===== config.mk =====
export PLATFORM = sky130hd
export DESIGN_NAME = spi_bus_master_arb
export DESIGN_NICKNAME = d
export VERILOG_FILES = /design/src/rtl/spi_bus_master_arb.sv
export SDC_FILE = /design/constraint.sdc
export NUM_CORES = 1
export LEC_CHECK = 0
export ABC_AREA = 0
export BUFFER_PORTS_ARGS = -buffer_cell sky130_fd_sc_hd__buf_4
export CAP_MARGIN = 25
export CORE_MARGIN = 1
export CORE_UTILIZATION = 57
export CTS_CLUSTER_DIAMETER = 200
export DETAILED_ROUTE_END_ITERATION = 12
export MAX_ROUTING_LAYER = met4
export PLACE_DENSITY_LB_ADDON = 0.1
export RECOVER_POWER = 100
export SETUP_SLACK_MARGIN = 0.2
export SLEW_MARGIN = 20
export SYNTH_ARGS = -nofsm -noshare
export SYNTH_HDL_FRONTEND = slang
export SYNTH_SLANG_ARGS = --single-unit

===== constraint.sdc =====
create_clock -name clk -period 4.16 [get_ports clk]
set_input_delay 0.832 -clock clk [delete_from_list [all_inputs] [get_ports clk]]
set_output_delay 0.832 -clock clk [all_outputs]
set_load 0.02 [all_outputs]

===== src/rtl/spi_bus_master_arb.sv =====
// SPI bus master shared by two internal requesters.
// Round-robin arbitration picks one request in IDLE. Each frame is an 8-bit
// header {rw, adr[6:0]} followed by the data phase. Reads add one dummy
// period before the slave returns data.
//
// Requester handshake: reqN acts as "valid". Its rw/adr/wdata fields must be
// stable while reqN is high. The grant in IDLE is the implicit "ready": the
// fields are copied into the frame registers on that cycle. doneN is a
// single-cycle completion strobe in the first GAP cycle. A read result is
// presented on rdata in that same cycle and holds until the next read
// completes.
module spi_bus_master_arb #(
  parameter int NBIT     = 8,
  parameter int DIV      = 4,
  parameter int CS_SETUP = 4,
  parameter int CS_IDLE  = 4
) (
  input  logic            clk,
  input  logic            rst,
  input  logic            r0_req,
  input  logic            r0_rw,
  input  logic [6:0]      r0_adr,
  input  logic [NBIT-1:0] r0_wdata,
  output logic            r0_done,
  input  logic            r1_req,
  input  logic            r1_rw,
  input  logic [6:0]      r1_adr,
  input  logic [NBIT-1:0] r1_wdata,
  output logic            r1_done,
  output logic [NBIT-1:0] rdata,
  output logic            busy,
  output logic            sclk,
  output logic            mosi,
  input  logic            miso,
  output logic            cs,
  output logic [2:0]      state_dbg
);

  localparam int SW   = 8 + NBIT;
  localparam int DW   = (DIV > 1) ? $clog2(DIV) : 1;
  localparam int CMAX = (CS_SETUP > CS_IDLE) ? CS_SETUP : CS_IDLE;
  localparam int CW   = $clog2(CMAX + 1);

  // IDLE is encoded as 0 so the debug port reads 0 whenever the bus is free.
  typedef enum logic [2:0] {
    S_IDLE  = 3'd0,
    S_SETUP = 3'd1,
    S_SHIFT = 3'd2,
    S_HOLD  = 3'd3,
    S_GAP   = 3'd4
  } state_t;

  state_t          state, state_nx;
  logic [CW-1:0]   cnt;
  logic [DW-1:0]   div_cnt;
  logic [5:0]      bit_cnt;
  logic            sclk_r;
  logic [SW-1:0]   sh;
  logic [NBIT-1:0] rshift;
  logic            rw_q;
  logic            gnt_q;
  logic            last_q;

  logic            grant;
  logic            gnt_id;
  logic            sel_rw;
  logic [6:0]      sel_adr;
  logic [NBIT-1:0] sel_data;
  logic            setup_end;
  logic            hold_end;
  logic            gap_end;
  logic            div_end;
  logic            fall_evt;
  logic            low_end;
  logic            last_period;
  logic            sample_evt;
  logic [5:0]      p_last;

  // Arbitration: a lone request wins, a tie goes to whoever was not served last.
  always_comb begin
    gnt_id   = (r0_req && r1_req) ? ~last_q : r1_req;
    sel_rw   = gnt_id ? r1_rw  : r0_rw;
    sel_adr  = gnt_id ? r1_adr : r0_adr;
    sel_data = '0;
    if (sel_rw) sel_data = gnt_id ? r1_wdata : r0_wdata;
  end

  assign grant     = (state == S_IDLE) && (r0_req || r1_req);
  assign setup_end = (cnt == CW'(CS_SETUP - 1));
  assign hold_end  = (cnt == CW'(CS_SETUP - 1));
  assign gap_end   = (cnt == CW'(CS_IDLE - 1));
  assign div_end   = (div_cnt == DW'(DIV - 1));
  // Index of the final sclk period: writes have 8+NBIT periods, reads one more.
  assign p_last      = rw_q ? 6'(SW - 1) : 6'(SW);
  assign fall_evt    = (state == S_SHIFT) && sclk_r && div_end;
  assign low_end     = (state == S_SHIFT) && !sclk_r && div_end;
  assign last_period = (bit_cnt == p_last);
  // Read data is taken at the end of the high half of periods 9..8+NBIT;
  // period 8 is the dummy while the slave prepares its first bit.
  assign sample_evt  = (state == S_SHIFT) && !rw_q && sclk_r && div_end &&
                       (bit_cnt >= 6'd9) && (bit_cnt <= 6'(SW));

  assign sclk      = sclk_r;
  assign mosi      = sh[SW-1];
  assign state_dbg = state;

  // State register; cs and busy are registered copies of the next state.
  always_ff @(posedge clk or negedge rst) begin
    if (!rst) begin
      state <= S_IDLE;
      cs    <= 1'b1;
      busy  <= 1'b0;
    end else begin
      state <= state_nx;
      cs    <= !((state_nx == S_SETUP) || (state_nx == S_SHIFT) || (state_nx == S_HOLD));
      busy  <= (state_nx != S_IDLE);
    end
  end

  // Next-state decode for the frame sequencer.
  always_comb begin
    state_nx = state;
    case (state)
      S_IDLE:  if (grant) state_nx = S_SETUP;
      S_SETUP: if (setup_end) state_nx = S_SHIFT;
      S_SHIFT: if (low_end && last_period) state_nx = S_HOLD;
      S_HOLD:  if (hold_end) state_nx = S_GAP;
      S_GAP:   if (gap_end) state_nx = S_IDLE;
      default: state_nx = S_IDLE;
    endcase
  end

  // Frame datapath: phase counters, sclk generation, shift registers, done.
  always_ff @(posedge clk or negedge rst) begin
    if (!rst) begin
      cnt     <= '0;
      div_cnt <= '0;
      bit_cnt <= '0;
      sclk_r  <= 1'b0;
      sh      <= '0;
      rshift  <= '0;
      rw_q    <= 1'b0;
      gnt_q   <= 1'b0;
      last_q  <= 1'b1;
      rdata   <= '0;
      r0_done <= 1'b0;
      r1_done <= 1'b0;
    end else begin
      r0_done <= 1'b0;
      r1_done <= 1'b0;
      case (state)
        S_IDLE: begin
          cnt <= '0;
          if (grant) begin
            gnt_q  <= gnt_id;
            last_q <= gnt_id;
            rw_q   <= sel_rw;
            sh     <= {sel_rw, sel_adr, sel_data};
            rshift <= '0;
          end
        end
        S_SETUP: begin
          if (setup_end) begin
            cnt     <= '0;
            sclk_r  <= 1'b1;
            div_cnt <= '0;
          end else begin
            cnt <= cnt + CW'(1);
          end
        end
        S_SHIFT: begin
          div_cnt <= div_end ? '0 : div_cnt + DW'(1);
          if (fall_evt) begin
            sclk_r <= 1'b0;
            sh     <= sh << 1;
          end
          if (low_end) begin
            if (last_period) begin
              bit_cnt <= '0;
            end else begin
              bit_cnt <= bit_cnt + 6'd1;
              sclk_r  <= 1'b1;
            end
          end
          if (sample_evt) rshift <= (rshift << 1) | NBIT'(miso);
        end
        S_HOLD: begin
          if (hold_end) begin
            cnt     <= '0;
            r0_done <= ~gnt_q;
            r1_done <= gnt_q;
            if (!rw_q) rdata <= rshift;
          end else begin
            cnt <= cnt + CW'(1);
          end
        end
        S_GAP: begin
          cnt <= gap_end ? '0 : cnt + CW'(1);
        end
        default: cnt <= '0;
      endcase
    end
  end

endmodule

# Word-level counts from Yosys, hierarchy flattened
# Cells that the tools add are included.
[word_totals]
ff_bits = 54
latch_bits = 0
ram_bits = 0
mem_bits_ro = 0
in_bits = 37
out_inout_bits = 17
elab_cells = 100
n_memories = 0
[op_classes]
addsub = 3
n_mul = 0
div = 0
magnitude_cmp = 2
n_eq_ne = 14
shifts = 0
mux = 33
bitwise = 4
reduce_logical = 29
[op_table]
columns = ["cell", "n"]
rows = [
  ["$mux 16", 2],
  ["$mux 8", 4],
  ["$pmux 16 s2", 1],
  ["$mux 3", 6],
  ["$pmux 8 s2", 1],
  ["$eq 3x2->1 const B", 5],
  ["$pmux 3 s5", 1],
  ["$logic_and 1x1->1", 12],
  ["$mux 1", 10],
  ["$reduce_and 3->1", 3],
  ["$ne 2x2->1 const B", 4],
  ["$or 8x1->8", 1],
  ["$mux 7", 1],
  ["$add 6x1->6 const B", 1],
  ["$eq 3x1->1 const B", 2],
  ["$eq 6x5->1", 1],
  ["$ge 6x4->1 const B", 1],
  ["$le 6x5->1 const B", 1],
  ["$mux 6", 1],
  ["$pmux 3 s2", 1],
  ["$reduce_and 2->1", 3],
  ["$mux 5", 1],
  ["$mux 2", 2],
  ["$pmux 2 s2", 1],
  ["other kinds (12)", 19],
]

# Longest topological paths before layout
# Gate-level depths: netlist of the first run.
[logic_depth]
word_depth = 10
mapped_depth = 7
mapped_depth_nobuf = 6

# Worst setup path after synthesis of the first run
# OpenSTA, ideal clock, no wires.
[synth_path]
kind = "input to register"
start = "input port r1_req"
end = "register sh[1]"
setup_ns = 0.095
arrival_time_ns = 1.851
t_required_ns = 4.065
setup_slack_ns = 2.214
cell_stages = 5
n_path_buf = 1
cell_sequence = "a21boi_1 > clkbuf_1 > and3_1 > a311oi_1 > o31ai_1"
[synth_between]
elab_chain_len = 6
word_cells_on_any_way = 11
classes_between = "eq/ne (1); mux (6); reduce/logical (4)"
[synth_rtl]
columns = ["element", "line", "rtl"]
rows = [
  ["from (decl)", "25", "input logic r1_req,"],
  ["$logic_and 1x1->1", "81", "gnt_id = (r0_req && r1_req) ? ~last_q : r1_req;"],
  ["$mux 1", "81", ""],
  ["$mux 8 or $mux 1 (tied branches)", "85, 82", ""],
  ["$mux 8", "85", "if (sel_rw) sel_data = gnt_id ? r1_wdata : r0_wdata;"],
  ["$mux 16", "154", "if (grant) begin"],
  ["$pmux 16 s2", "151", "case (state)"],
  ["to (signal assigned)", "158", "sh <= {sel_rw, sel_adr, sel_data};"],
  ["to (signal assigned)", "175", "sh <= sh << 1;"],
  ["to (decl)", "58", "logic [SW-1:0] sh;"],
]
# Several ways; a longest one is shown, not always the timed one. The select of a mux whose other input is x is not followed.
# A chain may end at the register's enable or synchronous reset.

# Worst setup path after layout of the first run
[layout_path]
start = "register state[2], in the netlist state_dbg[2]"
end = "register rshift[6]"
[layout_between]
elab_chain_len = 8
word_cells_on_any_way = 13
classes_between = "eq/ne (3); mux (1); reduce/logical (9)"
[layout_rtl]
columns = ["element", "line", "rtl"]
rows = [
  ["from (decl)", "53", "state_t state, state_nx;"],
  ["from (signal assigned)", "114", "state <= state_nx;"],
  ["$eq 3x2->1", "100, 151", ""],
  ["$logic_and 1x1->1 (4 in a row)", "100", "assign sample_evt = (state == S_SHIFT) && !rw_q && sclk_r && div_end &&"],
  ["$logic_and 1x1->1", "101", "(bit_cnt >= 6'd9) && (bit_cnt <= 6'(SW));"],
  ["$ne 2x2->1 (no line)", "n/a", ""],
  ["$reduce_and 3->1 (no line)", "n/a", ""],
  ["to (signal assigned)", "185", "if (sample_evt) rshift <= (rshift << 1) | NBIT'(miso);"],
  ["to (decl)", "59", "logic [NBIT-1:0] rshift;"],
]
# Several ways; a longest one is shown, not always the timed one.

==> results of run 1 <==
[metrics by stage]
stage / worst slack, ns / area, µm² / instances
after global placement: 1.77 / 3170 / 363
after CTS: 1.70 / 3280 / 371
final: 1.37 / 3190 / 371
after global routing: 1.06 / 3190 / 371
after detailed placement: 1.62 / 3170 / 363
after floorplan: 2.21 / 2750 / 272
[power groups by stage]
stage / Clock (mW) / Combinational, mW / Sequential [mW]
2_1_floorplan: 0 / 0.0116 / 0.535
3_3_place_gp: 0 / 0.0500 / 0.535
3_5_place_dp: 0 / 0.0508 / 0.535
4_1_cts: 0.355 / 0.0509 / 0.525
5_1_grt: 0.372 / 0.0554 / 0.525
6_report: 0.348 / 0.0500 / 0.525
[flip-flops by register name, summed over array words and instances, names as in the netlist, 2 cells and up]
| register | count |
|---|---|
| bit_cnt | 6 |
| cnt | 3 |
| div_cnt | 2 |
| rdata | 8 |
| rshift | 8 |
| sh | 16 |
| state_dbg | 3 |
[critical path, cell delays in order (launching register included)]
cell,delay (ns)
dfrtp_1,0.53
nor3b_4,0.67
nand3_1,0.19
a2111oi_2,1.03
mux2i_1,0.29
[final timing paths]
path,startpoint,to,slack [ns],cells past startpoint
max in group asynchronous,rst,cnt[2],3.16,1
worst min register to register,sh[15],sh[15],0.48,2
worst min-delay path,sh[15],sh[15],0.48,2
min in group asynchronous,rst,sh[11],0.54,1
worst max-delay path,state_dbg[2],rshift[6],1.37,4
worst max register to register,state_dbg[2],rshift[6],1.37,4
[routing by layer]
layer / vias up / wire length, µm
met5: - / 0
met4: 0 / 49
met3: 7 / 208
met2: 43 / 2800
met1: 1058 / 2660
li1: 1069 / -
[cell usage after synthesis, drive strengths merged (2+ instances only)]
master / n
dfrtp: 52
nand2: 40
nor2: 27
o31ai: 16
mux2i: 10
nor2b: 10
buf: 9
a211oi: 8
and3: 8
inv: 8
mux2: 8
a311oi: 7
clkbuf: 7
ha: 6
nand3: 6
a22o: 5
o21ai: 4
a21boi: 3
nand2b: 3
a2111oi: 2
a21oi: 2
and2: 2
dfstp: 2
nand3b: 2
nor3: 2
nor3b: 2
o211ai: 2
xnor2: 2
[area by class of cell]
| class | count | area, µm² | share of cell area |
|---|---|---|---|
| Clock inverter | 2 | 37.5 | 0.0118 |
| Timing Repair Buffer | 55 | 345 | 0.108 |
| Clock buffer | 6 | 72.6 | 0.0227 |
| Sequential cell | 54 | 1350 | 0.424 |
| Inverter | 8 | 30.0 | 0.00941 |
| Tap cell | 52 | 65.1 | 0.0204 |
| Multi-Input combinational cell | 194 | 1290 | 0.403 |
[kinds of logic after synthesis]
| kind of cell | count (synthesis) |
|---|---|
| xor+xnor | 3 |
| mux | 18 |
| simple gates | 107 |
| buf+inv | 24 |
| flops | 54 |
| fa+ha+maj | 6 |
| compound gates | 60 |
==> metrics.txt, run 1 <==
fill count=367; met2 Usage GRT=0.424; Finish-stage setup viols=0; first-pass GRT wire length=10000 µm; largest net degree at the start of global routing=55; power share of the sequential group=0.569; RSZ-0062 raised after global routing=no; Slew Viols, Final=0; Boundary Pins=54; Yosys reg bits=54; initial antenna violation count=0; Die X-Extent=~71 µm; CTS sink cnt=54; main combinational cell family by area after synthesis=simple AND/OR/NAND/NOR gates; EDFF count, synth=0; CTS root buf=clkbuf_8; Startpoint Class=register; switching portion of total power=0.208; CP Class=reg -> reg; Cell Int Power=around 0.73 mW; net load switching power=0.192 mW; Synth async-reset ratio=1.00; GRT Util Overall=0.256; Yosys cell types=51; Adder-Cell Fraction of Synth Area=0.0273; post-DR vias/cell=5.87; post-layout min period=2.79 ns; routed wire length=5720 µm; GP Congestion=0.818; Seq/Total Area, Yosys=0.493; Top FF cell, synth=dfrtp_1; DRC violations left=0; cts hold-fix bufs=0; top post-synthesis cells by area=dfrtp_1, nand2_1, o31ai_1, mux2i_1, nor2_1; clk_skew=slightly below 0.009 ns; final period utilization=0.670; total number of vias=2177; PostCTS Resize Cnt=0; crit path max fanout=17; worst hold slack=0.485 ns; Clk pwr share=0.377; cts bufs inserted=5; Starting Density=0.610; multiplexer share of the synthesized area=0.0692; Syn Inst Count=272; post-route ant nets=0; Synth Area in Compound Gates=0.175; crit end category=register; status=finished, final reports clean; Tot Pwr=between 0.9 and 1 mW; WP data required=about 4.4 ns; ratio of cells with drive above 1 in the final layout=0.185; Final TNS setup=0 ns; clock slew at reported path FFs=0.09 ns; worst vdd ir=slightly above 0.0003 V; Pleak=1.43 nW; Post-Route Utilization=0.708; I/O Buffers=53; met3 Track Usage GR=0.0394; commonest non-fill, non-tap cell in the layout=dfrtp_1; syn_nets=315; Skew-Pair Late Insertion Delay=0.31 ns; Max-Slew Margin vs Limit=0.133; syn_area_per_cell=10.1 µm²; most used routing layer in global routing=met2; leading area contributor after synthesis=dfrtp_1; max_cap viols=0; routing usage on met1=0.333; Synth Area in Simple Gates=0.190; Bufs on Longest Clock Path=2; post-detailed-placement half-perimeter wirelength=4060 µm; area grow syn2layout=16.1%; pwr dens=around 290 nW/µm²; layout net count=~360; f_max=0.359 GHz; core area=4500 µm²; synthesized area=2750 µm²; Comb pwr share=0.054; post-CTS setup buffers=0; Final Hold Fails=0; post-DR wirelength/cell=15.4 µm; DRT Pass-1 Iters=4; Diodes inserted=0; TritonCTS clock tree=built; total global routing overflow=0; top cell type's share of synthesized area=0.474; post-synthesis xor/xnor area fraction=0.00956; commonest cells after routing, fill and taps aside=dfrtp_1, nand2_1, buf_4; initial drt markers=148; WP data arrival=3.02 ns; Die Ht=71.4 µm; Synth Warn #=0; area of the die=5100 µm²; HP Class=reg -> reg; vias in the first global route=approximately 2.2k; H-tree Lvls=2; worst-margin pin slew=about 1.3 ns; row cnt=24
(Power assumes the default switching activity.)
==> run 2: changes to the inputs <==
Settings changed: ABC_AREA 0 to 1, CORE_UTILIZATION 57 to 50.
Clock period 4.16 ns to 2.5 ns, I/O delays scaled along.
==> run 2 against run 1 <==
Sequential cell count did not move. Synthesized cell count rose by 38%. Area after synthesis rose by 2.0%. Combinational power rose by 81%. Maximum frequency rose by 36%.
==> metrics.txt, run 2 <==
status=finished, final reports clean; Slowest cell on crit path=dfrtp_1; worst r2r src=state_dbg[2]; Top Registers=sh: 16 flops, rdata: 8 flops, rshift: 8 flops; leading area contributor after synthesis=dfrtp_1; Syn Inst Count=374; Comb pwr share=0.062; power share of the sequential group=0.603; Die X-Extent=76.9 µm; Yosys reg bits=54; RSZ-0062 raised after global routing=no; total number of vias=2423; Clk pwr share=0.335; number of flip-flops in the largest register=16; Top FF cell, synth=dfrtp_1; EDFF count, synth=0; post-detailed-placement half-perimeter wirelength=4150 µm; Final TNS setup=0 ns; GRT Util Overall=0.220; TritonCTS clock tree=built; I/O Buffers=53; clk_skew=0.0101 ns; routed wire length=5620 µm; net load switching power=0.334 mW; syn_area_per_cell=approximately 7.5 µm²; clock slew at reported path FFs=0.10 ns; top post-synthesis cells by area=dfrtp_1, nand2_1, nor2_1, inv_1, nand3_1; Startpoint Class=register; most common cell type on the critical path=nand2_1; Starting Density=0.535; f_max=just under 0.5 GHz; cts bufs inserted=5; Max-Slew Margin vs Limit=0.136; top cell type's share of synthesized area=0.464; post-route ant nets=0; Synth async-reset ratio=1.00; Biggest register=sh; PostCTS Resize Cnt=0; met2 Usage GRT=0.361; Boundary Pins=54; Pleak=roughly 1.7 nW; switching portion of total power=0.230; R2R cell count=8; crit path max fanout=26; Die Ht=76.9 µm; Largest delay share family, worst path=simple AND/OR/NAND/NOR gates; max_cap viols=0; routing usage on met1=0.281; Slew Viols, Final=0; met3 Track Usage GR=0.0381; Yosys cell types=27; Worst R2R Setup Slack=0.45 ns; Synth Warn #=0; initial antenna violation count=0; Finish-stage setup viols=0; post-CTS setup buffers=0; largest net degree at the start of global routing=55; Reg2Reg Capture Point=rshift[5]; most common cell in the netlist=nand2_1; synthesized area=2800 µm²; post-layout min period=2.05 ns; final period utilization=0.821; worst-margin pin slew=approximately 1.3 ns; crit end category=register; post-DR vias/cell=between 4 and 5; cts hold-fix bufs=0; syn_nets=~420; post-DR wirelength/cell=roughly 11 µm; total global routing overflow=0; worst vdd ir=0.000220 V; initial drt markers=roughly 150; hold_sp=gnt_q; row cnt=26; area of the die=5910 µm²; WP buf/inv=1; Tot Pwr=1.45 mW; CP Class=reg -> reg; core area=approximately 5200 µm²; pwr dens=450 nW/µm²; Cell Int Power=1.12 mW; WP data arrival=2.25 ns; Seq/Total Area, Yosys=0.483; Worst path max stage delay=about 0.46 ns; DRC violations left=0; Skew-Pair Late Insertion Delay=between 0.3 and 0.4 ns; H-tree Lvls=2; DRT Pass-1 Iters=4; CTS sink cnt=54; Post-synth top cells=nand2_1, dfrtp_1, nor2_1; HP Class=reg -> reg; crit path cell chain=nor2_4 -> nand2_1 -> inv_2 -> nand3_1 -> nand2_4 -> nand2_1 -> nand2_1 -> nand2_1; ratio of cells with drive above 1 in the final layout=0.129; Final Hold Fails=0; layout net count=~470; hold depth=1; area grow syn2layout=14.9%; Diodes inserted=0; Bufs on Longest Clock Path=2; commonest non-fill, non-tap cell in the layout=nand2_1; fill count=532; WP data required=2.70 ns; GP Congestion=0.815; CTS root buf=clkbuf_8; most used routing layer in global routing=met2; Endpoint, Worst Hold=r0_done; first-pass GRT wire length=10300 µm; vias in the first global route=2369; commonest cells after routing, fill and taps aside=nand2_1, dfrtp_1, nor2_1
[run 2: changes by cell type after synthesis, moves of 15 or more]
cell / delta
o21ai_0: +20
nor2_1: +25
nand3_1: +21
o31ai_1: -15
nand2_1: +95
inv_1: +27
[run 2: cell families after synthesis]
kind of cell	share of synthesized area
adders and majority gates	0.0268
DFF	0.483
AOI/OAI and AO/OA	0.0705
buffers and inverters	0.0785
xor gates and xnor gates	0.00937
and+or+nand+nor	0.332
[run 2: stage by stage]
| stage | area [µm²] | utilization | instances | setup WS (ns) | hold WS, ns |
|---|---|---|---|---|---|
| floorplan | 2800 | - | 374 | 1.04 | 0.204 |
| global placement | 3230 | 0.617 | 488 | 0.757 | 0.410 |
| detailed placement | 3230 | 0.617 | 488 | 0.671 | 0.428 |
| CTS | 3320 | 0.634 | 496 | 0.649 | 0.241 |
| global route | 3220 | 0.615 | 496 | 0.219 | 0.466 |
| finish | 3220 | 0.615 | 496 | 0.447 | 0.436 |
[run 2: worst reg2reg max path, delay by kind of cell (launching register included)]
kind | cells | cell delay, ns
buffers and inverters | 1 | 0.26
flip-flops | 1 | 0.46
AND/OR/NAND/NOR | 7 | 1.23
[run 2: how the worst max path moves through the flow]
stage | cells past startpoint | endpoint | start | slack (ns)
floorplan | 9 | sh[10] | state_dbg[2] | 1.04
global placement | 8 | sh[11] | state_dbg[2] | 0.76
detailed placement | 8 | sh[11] | state_dbg[2] | 0.67
CTS | 7 | sh[11] | state_dbg[2] | 0.65
global route | 8 | rshift[0] | state_dbg[2] | 0.22
finish | 8 | rshift[5] | state_dbg[2] | 0.45
[run 2: cell type report]
type,instances,area [µm²],share of cell area
clock buffers,5,68.8,0.0214
clock inverters,3,21.3,0.00660
inverters,39,146,0.0454
multi-input cells,270,1200,0.373
flip-flops and latches,54,1350,0.420
well taps,70,87.6,0.0272
repair buffers,55,343,0.106
[run 2: power by group through the flow]
stage               clock (mW)  combinational (mW)  sequential (mW)
floorplan                    0              0.0277            0.891
global placement             0              0.0924            0.891
detailed placement           0              0.0942            0.891
CTS                      0.496              0.0943            0.874
global route             0.534               0.104            0.875
finish                   0.486              0.0903            0.874
[run 2: per-layer routing]
metal	vias to the layer above	wire, µm	part of all wire
met2	52	2550	0.45
li1	1263	-	-
met5	-	0	0
met3	6	249	0.044
met4	0	57	0.010
met1	1102	2760	0.49
